**src/rtl/gesture_display_pkg.sv**
```systemverilog
// gesture_display_pkg: shared constants, mode encodings and the gesture word table
package gesture_display_pkg;
    localparam logic [7:0] CHAR_SPACE = 8'h20;
    localparam logic [6:0] SEG_BLANK = 7'h7F;
    localparam int MAX_WORD = 16;
    typedef enum logic [1:0] {
        MODE_STATIC = 2'd0,
        MODE_SCROLL = 2'd1,
        MODE_BLINK  = 2'd2,
        MODE_RSVD   = 2'd3
    } mode_e;
    typedef struct packed {
        logic valid;
        logic [MAX_WORD-1:0][7:0] chars;
    } word_t;
    // Literals are exactly MAX_WORD characters so the first letter lands in chars[0].
    function automatic word_t gesture_word(input logic [3:0] code);
        word_t r;
        logic [8*MAX_WORD-1:0] txt;
        r.valid = 1'b1;
        case (code)
            4'd0: txt = "                ";
            4'd1: txt = "HELLO           ";
            4'd2: txt = "UP              ";
            4'd3: txt = "OPEN            ";
            4'd4: txt = "HOLD            ";
            default: begin
                txt = "                ";
                r.valid = 1'b0;
            end
        endcase
        for (int i = 0; i < MAX_WORD; i++) r.chars[i] = txt[8*(MAX_WORD-1-i) +: 8];
        return r;
    endfunction
endpackage

```
**src/rtl/char_to_7seg.sv**
```systemverilog
// char_to_7seg: ASCII character to active-low seven-segment pattern (bit 0 = segment a)
module char_to_7seg
    import gesture_display_pkg::*;
(
    input  logic [7:0] ch,
    output logic [6:0] seg
);
    always_comb begin
        seg = SEG_BLANK;
        case (ch)
            "0", "O": seg = 7'h40;
            "1": seg = 7'h79;
            "2": seg = 7'h24;
            "3": seg = 7'h30;
            "4": seg = 7'h19;
            "5": seg = 7'h12;
            "6": seg = 7'h02;
            "7": seg = 7'h78;
            "8": seg = 7'h00;
            "9": seg = 7'h10;
            "A": seg = 7'h08;
            "C": seg = 7'h46;
            "D": seg = 7'h21;
            "E": seg = 7'h06;
            "F": seg = 7'h0E;
            "H": seg = 7'h09;
            "L": seg = 7'h47;
            "N": seg = 7'h2B;
            "P": seg = 7'h0C;
            "U": seg = 7'h41;
            default: seg = SEG_BLANK;
        endcase
    end
endmodule

```
**src/rtl/gesture_scroll_ctrl.sv**
```systemverilog
// gesture_scroll_ctrl: display tick divider, scroll position, blink phase and wrap pulse
module gesture_scroll_ctrl
    import gesture_display_pkg::*;
#(
    parameter int MSG_LEN = 16,
    parameter int TICK_DIV = 12_500_000,
    parameter int PW = $clog2(MSG_LEN) + 1
) (
    input  logic          clk,
    input  logic          rst,
    input  logic          load,
    input  logic [1:0]    mode,
    output logic [PW-1:0] pos,
    output logic          hidden,
    output logic          wrap
);
    localparam int CW = $clog2(TICK_DIV);
    logic [CW-1:0] cnt;
    logic [1:0] mode_q;
    logic tick, last;
    assign tick = cnt == CW'(TICK_DIV - 1);
    assign last = pos == PW'(MSG_LEN - 1);
    // Load and mode change both restart the display and swallow a coincident tick.
    always_ff @(posedge clk) begin
        if (rst) begin
            cnt <= '0;
            pos <= '0;
            hidden <= 1'b0;
            wrap <= 1'b0;
            mode_q <= MODE_STATIC;
        end else begin
            mode_q <= mode;
            wrap <= 1'b0;
            if (load || mode != mode_q) begin
                cnt <= '0;
                pos <= '0;
                hidden <= 1'b0;
            end else begin
                cnt <= tick ? '0 : cnt + 1'b1;
                if (tick && mode == MODE_SCROLL) begin
                    pos <= last ? '0 : pos + 1'b1;
                    wrap <= last;
                end
                if (tick && mode == MODE_BLINK) hidden <= !hidden;
            end
        end
    end
endmodule

```
**src/rtl/gesture_scroll_display.sv**
```systemverilog
// gesture_scroll_display: latches a gesture code and shows its word on NUM_DIGITS seven-segment digits
module gesture_scroll_display
    import gesture_display_pkg::*;
#(
    parameter int NUM_DIGITS = 6,
    parameter int MSG_LEN = 16,
    parameter int TICK_DIV = 12_500_000
) (
    input  logic                    clk,
    input  logic                    rst,
    input  logic [3:0]              gesture_code,
    input  logic                    gesture_valid,
    input  logic [1:0]              mode,
    output logic [7*NUM_DIGITS-1:0] seg,
    output logic                    wrap,
    output logic                    unknown
);
    localparam int AW = MSG_LEN > 1 ? $clog2(MSG_LEN) : 1;
    localparam int PW = $clog2(MSG_LEN) + 1;
    logic [3:0] code_q;
    word_t wq;
    logic [7:0] msg [MSG_LEN];
    logic [PW-1:0] pos;
    logic hidden;
    logic [7*NUM_DIGITS-1:0] seg_d;
    always_ff @(posedge clk) begin
        if (rst) code_q <= 4'd0;
        else if (gesture_valid) code_q <= gesture_code;
    end
    // The buffer is the table entry of the latched code, so it reloads on every strobe.
    assign wq = gesture_word(code_q);
    assign unknown = !wq.valid;
    always_comb begin
        for (int i = 0; i < MSG_LEN; i++) msg[i] = i < MAX_WORD ? wq.chars[i % MAX_WORD] : CHAR_SPACE;
    end
    gesture_scroll_ctrl #(.MSG_LEN(MSG_LEN), .TICK_DIV(TICK_DIV), .PW(PW)) u_ctrl (
        .clk(clk),
        .rst(rst),
        .load(gesture_valid),
        .mode(mode),
        .pos(pos),
        .hidden(hidden),
        .wrap(wrap)
    );
    for (genvar k = 0; k < NUM_DIGITS; k++) begin : g_dig
        logic [PW-1:0] idx;
        assign idx = (pos + PW'(NUM_DIGITS - 1 - k)) % PW'(MSG_LEN);
        char_to_7seg u_dec (.ch(msg[idx[AW-1:0]]), .seg(seg_d[7*k +: 7]));
    end
    always_ff @(posedge clk) begin
        if (rst || hidden) seg <= {NUM_DIGITS{SEG_BLANK}};
        else seg <= seg_d;
    end
endmodule

```
**config.mk**
```make
export PLATFORM = sky130hd
export DESIGN_NAME = gesture_scroll_display
export DESIGN_NICKNAME = d
export VERILOG_FILES = /design/src/rtl/gesture_display_pkg.sv /design/src/rtl/char_to_7seg.sv /design/src/rtl/gesture_scroll_ctrl.sv /design/src/rtl/gesture_scroll_display.sv
export SDC_FILE = /design/constraint.sdc
export NUM_CORES = 1
export LEC_CHECK = 0
export CORE_MARGIN = 2
export CORE_UTILIZATION = 55
export DETAILED_ROUTE_END_ITERATION = 7
export PLACE_DENSITY = 0.79
export SLEW_MARGIN = 20
export SYNTH_ARGS = -nofsm -noshare
export SYNTH_HDL_FRONTEND = slang
export SYNTH_HIERARCHICAL = 1
export SYNTH_SLANG_ARGS = --single-unit
```
**constraint.sdc**
```tcl
create_clock -name clk -period 3.7 [get_ports clk]
set_input_delay 0.555 -clock clk [delete_from_list [all_inputs] [get_ports clk]]
set_output_delay 0.555 -clock clk [all_outputs]
set_load 0.02 [all_outputs]
```
==> metrics.txt <==
fmax 285 MHz; Fin. Hold Viols 0; nets@finish 1180; pre-CTS setup slack 158 ps; antenna-violating nets left 0; vias in the first global route 7228; area occupied by multi-input gates 5890 um^2; IO Pins 53; via count 8392; r2r setup slk 190 ps; post-synthesis cell count 1081; status completed; hold depth 2; FF-to-FF path depth 11; Port Buffers 52; Final Slew Violations 0; Hold WC Path Type reg2reg; most frequent cells in the layout nor2_1 (96), nand2_1 (85), dfxtp_1 (79); max_slew headroom 0.483; antenna cells 0; Synth area leader dfxtp_1; Setup CP Type reg2reg; WP data required 3940 ps; final count of negative-setup-slack endpoints 0; initial antenna violation count 0; # Post-CTS Setup Buffers 0; internal power 0.00159 W; synth-to-layout area growth 16.9%; VDD IR max 0.000270 V; clk_lat worst skew 360 ps; max-cap violations 0; H-tree depth 3; largest net degree at the start of global routing 49; Reg2Reg Launch Point code_q[1]; register area share after synthesis 0.202; Synth Warn # 6; gr ovfl total 0; post-synthesis async set-or-reset flop share 0; die outline area 15200 um^2; Clock Sinks 79; Post-CTS Hold Buffers 0; Synth top area share 0.202; Stages on worst setup path 11; P per Cell Area 249 nW/um^2; Buf/Inv on CP 1; Synth Area per Inst 7.25 um^2; sequential cell area 1580 um^2; crit path capture type register; critical path cell sequence buf_4 -> or3b_2 -> a21oi_1 -> o21ai_0 -> and2_1 -> and4bb_2 -> nand2_1 -> o21ai_0 -> and2b_1 -> a221o_1 -> or3_1; CP arrival 3750 ps; final non-filler cell total 1349; CTS Buffer Depth 2; Final Skew 6.54 ps; Rows 43; DP Cell Count 1333; clock group share of total power 0.414; worst-path fanout max 21; Seq pwr share 0.381; Post-Layout Inst Area 9170 um^2; final worst setup slack 186 ps; sw power 0.000692 W; Netlist cell types 75; DR iter-0 viols 1038; aggregate global-route resource usage 0.275; Net Sw Frac 0.303; commonest non-fill, non-tap cell in the layout nor2_1; synth top area cells dfxtp_1 (20%), o21ai_0 (4.9%), nor2_1 (4.6%); first-pass GRT wire length 34.5 mm; number of CTS-inserted buffers 9; combinational share of power 0.205; leakage power 3.22 nW; WL final 20.4 mm; clock slew at reported path FFs 70 ps; Worst Tran Pin Value 776 ps; Primary FF master, synth dfxtp_1; Post-Syn Area 7840 um^2; RePlAce Congestion 0.942; minimum clock period 3510 ps; fraction of layout cells with a size suffix above 1 0.118; CTS tree yes; hold endpoint u_ctrl/cnt[23]; chip width 123 um; Starting Density 0.565; most frequent CP cell o21ai_0; Slowest cell on crit path or3b_2; hpwl dp 14.4 mm; Crit path largest cell delay 490 ps; per-cell routed wire length 15.1 um; DIE HEIGHT 123 um; CP Launch Type register; Worst Hold Launch u_ctrl/cnt[23]; CP top delay family simple AND/OR/NAND/NOR gates; synthesized flop and latch total 79; DRC Markers 0; Finished Core Util 0.660; drt pass-1 iters 6; CTS root buffer clkbuf_16; final worst-path cycle share 0.950; Core Area 13900 um^2; FF-to-FF End seg[40]; EDFF count, synth 0; Via-to-Cell Ratio 6.22; placed instance area 8830 um^2; FILL cells 1227
## cell type report
cell class | instances | area share
clock buffers | 9 | 0.0246
clock inverters | 7 | 0.00942
inverters | 27 | 0.0111
multi-input cells | 929 | 0.643
flip-flops and latches | 79 | 0.173
well taps | 180 | 0.0246
repair buffers | 118 | 0.115
## synth_stat cells (7+ instances only)
cell type and number:
a221o_1 7, nand3_1 19, dfxtp_1 79, xnor2_1 19, or3_1 50, a21oi_1 64, nor2_1 96, and3_1 12
o21ai_0 77, nor4_1 7, o2bb2ai_1 7, nand2b_1 39, o22ai_1 16, or4_1 16, a31oi_1 24, nor3_1 40
ha_1 7, inv_1 26, and4bb_2 12, nor2b_1 29, buf_1 8, nand3b_1 15, nand4_1 8, a32oi_1 18
o21ai_1 18, buf_6 8, o32ai_1 13, buf_2 38, a21boi_0 7, nor4b_1 15, a22oi_1 13, and2b_1 18
xor2_1 12, clkbuf_1 27, nand2_1 85, nor3b_1 8
## worst max path at each step
stage                         end  slack, ps     startpoint
after detailed placement   seg[5]        160  u_ctrl/pos[0]
after floorplan            seg[5]         10  u_ctrl/pos[1]
after global placement     seg[5]        200  u_ctrl/pos[0]
after CTS                  seg[5]        130  u_ctrl/pos[0]
final                     seg[40]        190      code_q[1]
after global routing      seg[40]         -9      code_q[0]
## per-layer routing
layer / vias to the layer above / wire length, um / track usage
met4: 0 / 346 / 0.0966
met2: 270 / 9680 / 0.439
met5: - / 0 / 0
met1: 3930 / 9340 / 0.378
met3: 31 / 1060 / 0.0406
li1: 4161 / - / -
## tightest hold or removal path: stages (launching register included)
cell	delay, ps
dfxtp_1	320
o31ai_1	60
a21oi_1	50
## power groups by stage
| stage | Combinational (W) | Sequential [W] | Clock (W) |
|---|---|---|---|
| 5_1_grt | 0.000514 | 0.000872 | 0.000988 |
| 3_3_place_gp | 0.000451 | 0.000889 | 0 |
| 3_5_place_dp | 0.000456 | 0.000890 | 0 |
| 6_report | 0.000468 | 0.000870 | 0.000944 |
| 2_1_floorplan | 0.000320 | 0.000904 | 0 |
| 4_1_cts | 0.000459 | 0.000870 | 0.000965 |
## logic make-up (layout without fill, tap and decap cells)
group | Yosys count | count (layout) | synth area share
simple gates | 527 | 527 | 0.404
compound gates | 318 | 318 | 0.271
buf+inv | 114 | 161 | 0.0712
flops | 79 | 79 | 0.202
xor+xnor | 31 | 31 | 0.0346
fa+ha+maj | 7 | 7 | 0.0112
mux | 4 | 4 | 0.00511
other cells | 1 | 42 | 0.000478
## sequential cells by signal, indices dropped and copies added, names as in the netlist
| signal | cells |
|---|---|
| u_ctrl/pos | 5 |
| u_ctrl/wrap | 1 |
| u_ctrl/mode_q | 2 |
| u_ctrl/cnt | 24 |
| u_ctrl/hidden | 1 |
| code_q | 4 |
| seg | 42 |
## through the flow
stage / TNS (ps) / total power, W / hold slack (ps)
finish: 0 / 0.00228 / 477
global route: -8.57 / 0.00237 / 492
CTS: 0 / 0.00229 / 477
detailed placement: 0 / 0.00135 / 467
global placement: 0 / 0.00134 / 456
floorplan: 0 / 0.00122 / 437
## repair_timing
action,4_1_cts,5_1_grt
resized for setup,0,9
setup endpoints to repair,0,14
endpoints found under the hold margin,0,0
Note: power is estimated with default switching activity, not from simulation.
